## config.mk

```make
export PLATFORM = sky130hd
export DESIGN_NAME = checkpoint_table
export DESIGN_NICKNAME = d
export VERILOG_FILES = /design/src/rtl/checkpoint_table.sv
export SDC_FILE = /design/constraint.sdc
export NUM_CORES = 1
export LEC_CHECK = 0
export ABC_CLOCK_PERIOD_IN_PS = 14600
export CAP_MARGIN = 10
export CORE_UTILIZATION = 45
export CTS_BUF_LIST = sky130_fd_sc_hd__clkbuf_8
export DETAILED_ROUTE_END_ITERATION = 8
export HOLD_SLACK_MARGIN = 0.06
export PLACE_DENSITY = 0.78
export SYNTH_ARGS = -nofsm -noshare
export SYNTH_HDL_FRONTEND = slang
export SYNTH_SLANG_ARGS = --single-unit
```

## constraint.sdc

```tcl
create_clock -name clk -period 14.6 [get_ports clk]
set_input_delay 2.19 -clock clk [delete_from_list [all_inputs] [get_ports clk]]
set_output_delay 2.19 -clock clk [all_outputs]
set_load 0.02 [all_outputs]
```

## src/rtl/checkpoint_table.sv

```systemverilog
// checkpoint_table: circular buffer of rename-map snapshots taken at branches, replayed on mispredict.
// Define CP_PERF_CNT_EN to add saturating perf counters (full-stall cycles, recall pulses).
`ifndef NUM_PR
`define NUM_PR 64
`endif

module cp_entry #(
  parameter int PR_W = 6
) (
  input  logic                  clk,
  input  logic                  reset,
  input  logic                  wr,
  input  logic                  set_done,
  input  logic                  clr,
  input  logic [31:0][PR_W-1:0] snap_in,
  output logic [31:0][PR_W-1:0] snap,
  output logic                  valid,
  output logic                  done
);
  // Flush/retire beats a same-cycle done mark; alloc never targets a live entry.
  always_ff @(posedge clk or negedge reset) begin
    if (!reset) begin
      valid <= 1'b0;
      done  <= 1'b0;
    end else if (clr) begin
      valid <= 1'b0;
      done  <= 1'b0;
    end else if (wr) begin
      valid <= 1'b1;
      done  <= 1'b0;
    end else if (set_done) begin
      done  <= 1'b1;
    end
  end

  always_ff @(posedge clk) begin
    if (wr) snap <= snap_in;
  end
endmodule

module checkpoint_table #(
  parameter int NUM_CP = 4,
  parameter int PR_W   = $clog2(`NUM_PR)
) (
  input  logic                        clk,
  input  logic                        reset,
  input  logic                        ext_stall,
  input  logic                        alloc_valid,
  input  logic [31:0][PR_W-1:0]       checkpointed_rmt,
  output logic                        alloc_ack,
  output logic [$clog2(NUM_CP)-1:0]   alloc_id,
  output logic                        full,
  input  logic                        resolve_valid,
  input  logic [$clog2(NUM_CP)-1:0]   resolve_id,
  input  logic                        resolve_mispred,
  output logic                        if_recall,
  output logic [31:0][PR_W-1:0]       recalled_rmt,
  output logic [$clog2(NUM_CP):0]     count
`ifdef CP_PERF_CNT_EN
  ,
  output logic [31:0]                 perf_full_cycles,
  output logic [31:0]                 perf_recalls
`endif
);
  localparam int ID_W  = $clog2(NUM_CP);
  localparam int CNT_W = ID_W + 1;

  logic [ID_W-1:0]  head, tail, head_n, tail_n, k_off;
  logic [CNT_W-1:0] count_n;
  logic             mispred_go, done_go, retire;

  logic [NUM_CP-1:0]                  ent_valid, ent_done, ent_wr, ent_set, ent_clr;
  logic [NUM_CP-1:0][31:0][PR_W-1:0]  ent_snap;

  // Resolves aimed at dead entries are dropped entirely.
  assign mispred_go = resolve_valid & resolve_mispred & ent_valid[resolve_id];
  assign done_go    = resolve_valid & ~resolve_mispred & ent_valid[resolve_id];
  assign k_off      = resolve_id - head;
  assign retire     = ent_valid[head] & ent_done[head] & ~(mispred_go & (resolve_id == head));

  assign alloc_ack  = alloc_valid & ~full & ~ext_stall & ~if_recall & ~(resolve_valid & resolve_mispred);
  assign alloc_id   = tail;

  // Age offset from head decides which entries a mispredict squashes (k and younger).
  for (genvar g = 0; g < NUM_CP; g++) begin : g_ent
    logic [ID_W-1:0] off;
    assign off        = ID_W'(g) - head;
    assign ent_wr[g]  = alloc_ack && (tail == ID_W'(g));
    assign ent_set[g] = done_go && (resolve_id == ID_W'(g));
    assign ent_clr[g] = (retire && (head == ID_W'(g))) || (mispred_go && (off >= k_off));

    cp_entry #(.PR_W(PR_W)) u_ent (
      .clk      (clk),
      .reset    (reset),
      .wr       (ent_wr[g]),
      .set_done (ent_set[g]),
      .clr      (ent_clr[g]),
      .snap_in  (checkpointed_rmt),
      .snap     (ent_snap[g]),
      .valid    (ent_valid[g]),
      .done     (ent_done[g])
    );
  end

  always_comb begin
    head_n  = head + ID_W'(retire);
    tail_n  = tail + ID_W'(alloc_ack);
    count_n = count + CNT_W'(alloc_ack) - CNT_W'(retire);
    if (mispred_go) begin
      tail_n  = resolve_id;
      count_n = {1'b0, k_off} - CNT_W'(retire);
    end
  end

  always_ff @(posedge clk or negedge reset) begin
    if (!reset) begin
      head      <= '0;
      tail      <= '0;
      count     <= '0;
      full      <= 1'b0;
      if_recall <= 1'b0;
      for (int i = 0; i < 32; i++) recalled_rmt[i] <= PR_W'(i);
    end else begin
      head      <= head_n;
      tail      <= tail_n;
      count     <= count_n;
      full      <= (count_n == CNT_W'(NUM_CP));
      if_recall <= mispred_go;
      if (mispred_go) recalled_rmt <= ent_snap[resolve_id];
    end
  end

`ifdef CP_PERF_CNT_EN
  always_ff @(posedge clk or negedge reset) begin
    if (!reset) begin
      perf_full_cycles <= '0;
      perf_recalls     <= '0;
    end else begin
      if (alloc_valid && full && (perf_full_cycles != '1)) perf_full_cycles <= perf_full_cycles + 32'd1;
      if (if_recall && (perf_recalls != '1))               perf_recalls     <= perf_recalls + 32'd1;
    end
  end
`endif

`ifndef SYNTHESIS
  a_resolve_live: assert property (@(posedge clk) disable iff (!reset)
    resolve_valid |-> ent_valid[resolve_id]);
`endif
endmodule

```

==> impl_metrics.json <==
{
  "avgViaCountPerCell": 5.20,
  "skew_ps": 44.5,
  "grt_usage_pct": 19.7,
  "outcome": "complete, no violations",
  "seq_area_frac_synth_pct": 78.7,
  "place_congestion": 0.805,
  "hold_viol_final": 0,
  "synth_area_leader_cell": "edfxtp_1",
  "drt_iter0_drc": 1297,
  "vdd_drop_max_uv": 109,
  "syn_area_per_cell_um2": 18.7,
  "drtAntennaViolNets": 0,
  "syn_to_final_growth_pct": 22.8,
  "arrival_ps": 4250,
  "placementRows": 103,
  "ys_ff_latch": 977,
  "wirelength_mm": 78.1,
  "drt-pass1-iter-count": 5,
  "dp_hpwl_mm": 44.7,
  "timing.rr.start": "full",
  "required_ps": 12410,
  "synth_area_leaders": "edfxtp_1 (64%), mux4_2 (12%), dfrtp_1 (9.0%), nand2_1 (6.1%), dfstp_2 (5.8%)",
  "setup_viol": 0,
  "synth_area_um2": 36100,
  "netlist.area_leader.share_pct": 64.0,
  "crit_path_end_kind": "primary output",
  "tns_ps": 0,
  "relSlewSlack_pct": 27.4,
  "coreArea_um2": 79100,
  "cts.sinks": 977,
  "p_leak_nw": 16.0,
  "period_minus_slack_ps": 6440,
  "die_x_um": 285,
  "grt_max_degree": 203,
  "synthFlopType": "edfxtp_1",
  "tightest_slew_ps": 1080,
  "grt_setup_unrepaired": "false",
  "die_height_um": 285,
  "synth_cell_types": 41,
  "antenna_found_initial": 22,
  "ctsResizeCount": 0,
  "place.port_buffers": 399,
  "grt_overflow": 0,
  "drc_errors": 0,
  "htreeDepth": 4,
  "cts-root-buf": "clkbuf_8",
  "die_area_um2": 81300,
  "hp-start": "recalled_rmt[163]",
  "final-max-slew-violation-count": 0,
  "power_density_nw_per_um2": 172,
  "finalCritPeriodShare_pct": 44.1,
  "insertion_delay_ps": 800,
  "final_common_cell": "edfxtp_1",
  "cts_buffer_depth": 3,
  "vias": 18800,
  "cts_setup_buffers": 0,
  "layout_common_cells": "edfxtp_1 (768), nand2_1 (584), clkdlybuf4s50_1 (396), mux4_2 (193), clkbuf_8 (173)",
  "drive_gt1_share_pct": 20.1,
  "initial_utilization_pct": 45.6,
  "clock.fmax_mhz": 155,
  "hold-worst-slack_ps": 451,
  "synthCells": 1933,
  "grt_pass1_vias": 20700,
  "yosys_warnings": 0,
  "drv_cap": 0,
  "numCtsBuffers": 156,
  "io-pin-count": 400,
  "cts_tree": "yes",
  "clkTransAtPathRegs_ps": 60,
  "critPathKind": "in -> out",
  "grt_pass1_wl_mm": 121,
  "synth-async-reset-ratio_pct": 21.4,
  "wl_per_cell_um": 21.6,
  "nets": 2636,
  "start_kind": "primary input",
  "cp_max_fo": 5,
  "synth_fp_nets": 2149,
  "hold_path.class": "reg -> reg",
  "hold_buffers": 0,
  "synth-edff-count": 768,
  "cp-startpoint": "ext_stall"
}
state kept, by name, summed over array words and instances, names as in the netlist:
name               cells
full                   1
head                   2
if_recall              1
g_ent.u_ent.done       4
recalled_rmt         192
count                  3
alloc_id               2
g_ent.u_ent.valid      4
g_ent.u_ent.snap     768
synth_stat cells (all sizes together) (5+ instances only):
cell type,count
ha,15
a21oi,5
dfrtp,129
nand2,584
mux4,193
nor2,8
clkbuf,35
edfxtp,768
nor2b,5
inv,10
dfstp,80
buf,54
xnor2,5
cell families after synthesis:
logic type / Yosys count / share of synthesized area (%)
multiplexers: 197 / 12.2
flip-flops: 977 / 78.7
adder cells (fa/ha/maj): 16 / 0.576
buffers and inverters: 99 / 1.19
XOR/XNOR: 7 / 0.170
AND/OR/NAND/NOR: 612 / 6.60
AO/OA/AOI/OAI: 25 / 0.545
final timing paths:
path,to,slack (ps),cells past startpoint
worst max-delay path,alloc_ack,8160,4
worst min-delay path,recalled_rmt[163],450,2
worst max register to register,g_ent[3].u_ent.snap[104],10520,4
worst min register to register,recalled_rmt[163],450,2
max in group asynchronous,recalled_rmt[39],11680,2
min in group asynchronous,recalled_rmt[41],1410,1
where the power goes:
group / switching [mW] / internal, mW
Combinational: 0.933 / 0.721
Clock: 1.08 / 1.13
Sequential: 0.234 / 3.53
Total: 2.25 / 5.38
routing by layer:
metal | share of wire [%] | GRT usage [%] | vias to the layer above | wire [um]
met3 | 7.0 | 5.74 | 167 | 5460
met4 | 3.4 | 9.41 | 14 | 2630
met2 | 51 | 32.8 | 659 | 39900
met1 | 38 | 23.4 | 9664 | 30100
li1 | - | - | 8301 | -
met5 | 0.12 | 0 | - | 95
through the flow:
stage                     setup WS, ps  total power [mW]  cells  cell area (um2)  utilization, %
after floorplan                    280              4.64   1933            36100               -
after global placement            8050              5.42   3312            41200            52.1
after detailed placement          7970              5.48   3312            41200            52.1
after CTS                         8170              7.71   3604            44200            55.9
after global routing              8100              7.97   3619            44300            55.9
final                             8160              7.63   3619            44300            55.9
cell type report:
| class | instances | area, um2 |
|---|---|---|
| diodes | 15 | 37.5 |
| clock buffers | 172 | 2370 |
| clock inverters | 120 | 634 |
| fillers | 5932 | 34900 |
| inverters | 10 | 42.5 |
| multi-input cells | 857 | 7270 |
| flip-flops and latches | 977 | 28400 |
| well taps | 1050 | 1310 |
| repair buffers | 418 | 4200 |
critical path: stages:
cell	delay [ps]
clkdlybuf4s50_1	390
or4b_1	690
nor2_1	320
clkdlybuf4s50_1	660
(Power assumes the default switching activity.)
